$ cat config.mk
export PLATFORM = sky130hd
export DESIGN_NAME = iir_inverse_fold2
export DESIGN_NICKNAME = d
export VERILOG_FILES = /design/src/rtl/iir_fold_pkg.sv /design/src/rtl/fold_mac.sv /design/src/rtl/iir_inverse_fold2.sv
export SDC_FILE = /design/constraint.sdc
export NUM_CORES = 1
export LEC_CHECK = 0
export CAP_MARGIN = 20
export CORE_UTILIZATION = 60
export CTS_CLUSTER_DIAMETER = 120
export DETAILED_ROUTE_END_ITERATION = 7
export GPL_TIMING_DRIVEN = 1
export PLACE_DENSITY_LB_ADDON = 0.2
export SLEW_MARGIN = 25
export SYNTH_ARGS = -nofsm -noshare
export SYNTH_HDL_FRONTEND = slang
export SYNTH_SLANG_ARGS = --single-unit
$ cat constraint.sdc
create_clock -name clk -period 8.8 [get_ports clk]
set_clock_uncertainty 0.15 [all_clocks]
set_input_delay 1.76 -clock clk [delete_from_list [all_inputs] [get_ports clk]]
set_output_delay 1.76 -clock clk [all_outputs]
set_load 0.03 [all_outputs]
$ cat src/rtl/iir_fold_pkg.sv
// Shared types, widths and result helper for the folding_2 IIR family.
// The saturate/truncate helper is width-generic (up to MAX_W data bits) so
// every revision of the fold datapath can share it.
package iir_fold_pkg;

  // Default data/coefficient width.
  localparam int DATA_W    = 16;
  // Accumulator width: full 2n-bit product plus two guard bits.
  localparam int ACC_W     = 2 * DATA_W + 2;
  // Widest data path the shared helper supports.
  localparam int MAX_W     = 32;
  localparam int MAX_ACC_W = 2 * MAX_W + 2;

  // Two-phase fold: LOAD accepts a sample, MAC finishes it.
  typedef enum logic {
    LOAD = 1'b0,
    MAC  = 1'b1
  } fold_state_e;

  // Reduces a sign-extended accumulator to a w-bit result.
  // sat_en = 0: keep the low bits (wrap-around).
  // sat_en = 1: clamp to [-2^(w-1), 2^(w-1)-1] first.
  // The caller takes the low w bits of the returned value.
  function automatic logic signed [MAX_ACC_W-1:0] fold_result(
    input logic signed [MAX_ACC_W-1:0] acc,
    input int                          w,
    input logic                        sat_en
  );
    logic signed [MAX_ACC_W-1:0] one;
    logic signed [MAX_ACC_W-1:0] hi;
    logic signed [MAX_ACC_W-1:0] lo;
    logic signed [MAX_ACC_W-1:0] r;
    one = {{(MAX_ACC_W-1){1'b0}}, 1'b1};
    hi  = (one <<< (w - 1)) - one;
    lo  = -hi - one;
    r   = acc;
    if (sat_en) begin
      if (acc > hi) begin
        r = hi;
      end else if (acc < lo) begin
        r = lo;
      end
    end
    return r;
  endfunction

endpackage

$ cat src/rtl/fold_mac.sv
// Time-shared multiply-subtract for the folded inverse filter:
// res = acc_in - coef * hist, at full accumulator precision.
module fold_mac
  import iir_fold_pkg::*;
#(
  parameter int n = DATA_W
) (
  input  logic signed [2*n+1:0] acc_in,
  input  logic signed [n-1:0]   coef,
  input  logic signed [n-1:0]   hist,
  output logic signed [2*n+1:0] res
);

  logic signed [2*n-1:0] prod;

  // Full-width signed product, sign-extended into the accumulator subtract.
  always_comb begin
    prod = coef * hist;
    res  = acc_in - (2*n+2)'(prod);
  end

endmodule

$ cat src/rtl/iir_inverse_fold2.sv
// 2-folded inverse of the folding_2 IIR: X(n) = Y(n) - a*Y(n-1) - b*Y(n-2).
// One fold_mac is shared over two phases (LOAD, MAC): one sample per 2 clocks.
// Optional macro IIR_INV_SATURATE_EN: clamp the result instead of wrapping.
module iir_inverse_fold2
  import iir_fold_pkg::*;
#(
  parameter int n = DATA_W
) (
  input  logic         clk,
  input  logic         rst,
  input  logic [n-1:0] Yn,
  input  logic         yn_valid,
  output logic         yn_ready,
  input  logic [n-1:0] a,
  input  logic [n-1:0] b,
  output logic [n-1:0] Xn,
  output logic         xn_valid
);

`ifdef IIR_INV_SATURATE_EN
  localparam logic SAT_EN = 1'b1;
`else
  localparam logic SAT_EN = 1'b0;
`endif

  localparam int ACC_W_L = 2 * n + 2;

  fold_state_e state_q, state_d;

  logic [n-1:0] y_cur_q, y_cur_d;
  logic [n-1:0] a_r_q,   a_r_d;
  logic [n-1:0] b_r_q,   b_r_d;
  logic [n-1:0] d1_q,    d1_d;
  logic [n-1:0] d2_q,    d2_d;
  logic [n-1:0] xn_q,    xn_d;
  logic         xn_valid_q, xn_valid_d;

  logic signed [ACC_W_L-1:0] acc_q, acc_d;

  logic signed [ACC_W_L-1:0] mac_acc_in;
  logic signed [n-1:0]       mac_coef;
  logic signed [n-1:0]       mac_hist;
  logic signed [ACC_W_L-1:0] mac_res;

  logic accept;

  // Ready only in LOAD and never while reset is held.
  assign yn_ready = (state_q == LOAD) && !rst;
  assign accept   = yn_valid && yn_ready;

  // Operand mux for the shared multiply-subtract: (Yn, a, d1) then (acc, b_r, d2).
  always_comb begin
    if (state_q == MAC) begin
      mac_acc_in = acc_q;
      mac_coef   = $signed(b_r_q);
      mac_hist   = $signed(d2_q);
    end else begin
      mac_acc_in = ACC_W_L'($signed(Yn));
      mac_coef   = $signed(a);
      mac_hist   = $signed(d1_q);
    end
  end

  fold_mac #(
    .n (n)
  ) u_mac (
    .acc_in (mac_acc_in),
    .coef   (mac_coef),
    .hist   (mac_hist),
    .res    (mac_res)
  );

  // Next-state and datapath updates for the two-phase fold.
  always_comb begin
    // NOTE: every *_d gets a hold value first, so no path through this block
    // leaves a variable unassigned and no latch can be inferred.
    state_d    = state_q;
    y_cur_d    = y_cur_q;
    a_r_d      = a_r_q;
    b_r_d      = b_r_q;
    d1_d       = d1_q;
    d2_d       = d2_q;
    acc_d      = acc_q;
    xn_d       = xn_q;
    xn_valid_d = 1'b0;

    unique case (state_q)
      LOAD: begin
        if (accept) begin
          y_cur_d = Yn;
          a_r_d   = a;
          b_r_d   = b;
          acc_d   = mac_res;
          state_d = MAC;
        end
      end
      MAC: begin
        xn_d       = n'(fold_result(MAX_ACC_W'(mac_res), n, SAT_EN));
        xn_valid_d = 1'b1;
        d2_d       = d1_q;
        d1_d       = y_cur_q;
        state_d    = LOAD;
      end
      default: begin
        state_d = LOAD;
      end
    endcase
  end

  // State register with synchronous active-high reset; reset drops any in-flight sample.
  always_ff @(posedge clk) begin
    // NOTE: non-blocking assignments so every flop samples pre-edge values,
    // independent of statement order.
    if (rst) begin
      state_q    <= LOAD;
      y_cur_q    <= '0;
      a_r_q      <= '0;
      b_r_q      <= '0;
      d1_q       <= '0;
      d2_q       <= '0;
      acc_q      <= '0;
      xn_q       <= '0;
      xn_valid_q <= 1'b0;
    end else begin
      state_q    <= state_d;
      y_cur_q    <= y_cur_d;
      a_r_q      <= a_r_d;
      b_r_q      <= b_r_d;
      d1_q       <= d1_d;
      d2_q       <= d2_d;
      acc_q      <= acc_d;
      xn_q       <= xn_d;
      xn_valid_q <= xn_valid_d;
    end
  end

  assign Xn       = xn_q;
  assign xn_valid = xn_valid_q;

endmodule

==> run metrics <==
antenna diode count 0; CP required 8.88 ns; Setup Total Neg Slack 0 ns; Final Max Slew Viols 0; TritonRoute pass-1 iters 6; largest net degree at the start of global routing 90; DP Wirelength 16,400 um; Cells after DPL 1,161; synth unique cells 45; CP Class input port to flip-flop; average wire per standard cell 18.1 um; Syn. warnings 0; final hold violations 0; top-count cell post-synth nand2_1; Peak VDD IR 0.000174 V; combinational share of power 38.3%; Slew HR 22.7%; share of layout cells above drive strength 1 6.29%; Power Density 164 nW/um2; R2R Setup Slk 1.50 ns; Synth-to-Final Area Change 13.0%; Clk pwr share 27.0%; TritonCTS buffer count 9; register bit count reported by yosys 98; Critical Path Source Type input port; initial antenna violation count 0; Starting Density 62.7%; WHS 0.301 ns; P_int 0.989 mW; placed inst area 9210 um2; Clock Sinks 98; Fmax achieved 128 MHz; first-pass GRT wire length 34,000 um; sequential area share after synthesis 23.3%; met3 usage 5.66%; FFs w/ async S/R, synth 0%; met2 Use GR 49.5%; I/O pins 69; sequential share of power 34.8%; M1 GR Usage 42.3%; Gate Count Post-Synth 954; Design Area, Final 9530 um2; vias in the first global route 6,449; Mean Syn Cell Area 8.84 um2; Tmin final 7.84 ns; Final setup viols 0; clock buffer depth 2; Synth Cell Area 8440 um2; syn nets 1,153; worst-path maximum fanout 4; Post-synth top cells nand2_1 (130), inv_1 (113), nor2_1 (104); CTS Hold Buffers Added 0; via/cell ratio 5.59; remaining antenna violation count 0; total grt overflow 0; Cell Rows 42; Iteration-0 DRC Markers 557; root buf cell clkbuf_16; Vert. Die Dim 121 um; dominant cells by area after synthesis dfxtp_1 (23%), fa_1 (22%), ha_1 (8.0%); Final GP Congestion 0.930; residual DRC count 0; post-CTS setup buffers 0; RSZ-0062 raised after global routing no; Sw Pwr 0.577 mW; GRT Total Usage 31.2%; # resized after CTS 0; clk_lat worst skew 0.37 ns; Finished Layout Cells 1,177; Yosys top cell area share 23.3%; Post-synth EDFFs 0; Die Width 121 um; outcome finished clean; WL final 21,300 um; clock slew at reported path FFs 0.07 ns; Slew @ Worst Pin 1.16 ns; Max Cap Viol 0; H-Tree Depth 3; crit end category flip-flop; leading area contributor after synthesis dfxtp_1; total number of vias 6,578; Switching Fraction 36.8%; final total power 1.57 mW; Synth Flop Type dfxtp_1; Critical Path AT 7.92 ns; CTS tree built; GR peak layer met2; Final Cycle Share 89.1%; nets@finish 1,195; die area 14,500 um2; Lkg Pwr 4.39 nW; core footprint 13,500 um2; Hold WC Path Type flip-flop to flip-flop; port bufs 68
==> kinds of logic (layout without fill, tap and decap cells) <==
kind of cell               Yosys count  in the layout  synth area share, %
adders and majority gates          148            148                 30.3
buffers and inverters              158            205                 7.34
AOI/OAI and AO/OA                  115            115                 8.41
and+or+nand+nor                    327            327                 18.0
DFF                                 98             98                 23.3
xor gates and xnor gates            47             47                 5.04
muxes                               61             61                 7.65
==> power by group through the flow <==
stage | sequential [mW] | combinational [mW] | clock [mW]
finish | 0.544 | 0.599 | 0.422
global route | 0.550 | 0.667 | 0.445
CTS | 0.545 | 0.598 | 0.427
detailed placement | 0.555 | 0.590 | 0
global placement | 0.554 | 0.583 | 0
floorplan | 0.556 | 0.405 | 0
==> final cells by class <==
| class | count | area [um2] |
|---|---|---|
| Multi-Input combinational cell | 698 | 5860 |
| Fill cell | 1103 | 3920 |
| Sequential cell | 98 | 1970 |
| Timing Repair Buffer | 75 | 741 |
| Inverter | 114 | 428 |
| Clock buffer | 10 | 239 |
| Tap cell | 176 | 220 |
| Clock inverter | 6 | 78.8 |
==> per-layer routing <==
layer	part of all wire, %	routed length (um)
met5	0	0
met4	2.7	582
met3	6.4	1350
met2	47	9890
met1	44	9430
==> worst paths after layout <==
check / start / to / depth (start not counted)
setup / recovery: a[1] / acc_q[15] / 23
hold / removal: Xn[7] / Xn[7] / 2
setup reg to reg: state_q / acc_q[15] / 21
hold reg to reg: Xn[7] / Xn[7] / 2
==> sequential cells by signal, indices dropped and copies added, names as in the netlist <==
name,cells
Xn,16
acc_q,16
b_r_q,16
d1_q,16
d2_q,16
y_cur_q,16
state_q,1
xn_valid,1
==> worst max-delay path: stages <==
cell and delay (ns):
clkdlybuf4s50_1 0.47, inv_1 0.05, o21ai_0 0.64, nand2_1 0.18
fa_1 0.57, inv_1 0.05, fa_1 0.43, ha_1 0.18
inv_1 0.07, fa_1 0.41, fa_1 0.49, inv_1 0.06
fa_1 0.53, inv_1 0.05, ha_1 0.35, a21oi_1 0.25
nand2_1 0.11, and3_1 0.21, a221o_1 0.29, a21o_1 0.18
o31ai_1 0.30, xor2_1 0.22, o21ai_1 0.08
==> cells in the final DEF, fill, tap and decap left out, types with 3 or more instances in the layout <==
cell type          n
a21oi_1           38
nor2_1           104
buf_4              6
inv_1            113
dfxtp_1           97
mux2i_1           36
a21o_1            12
clkbuf_16          9
o21a_1             6
o21ai_0           30
mux2i_2            3
a32oi_1           11
nand2b_1          10
ha_1              54
mux2_2            22
nand2_1          129
nand3b_1          48
nand3_1            3
clkdlybuf4s50_1   67
xnor2_1           26
nor2b_1           14
xor2_1            20
or2_2              9
fa_1              94
==> metrics by stage <==
stage | worst slack, ns | util [%]
final | 0.959 | 70.9
after global routing | 0.613 | 70.9
after CTS | 1.02 | 70.8
after detailed placement | 0.686 | 68.5
after global placement | 0.904 | 68.5
after floorplan | 1.76 | -
Note: power is estimated with default switching activity, not from simulation.
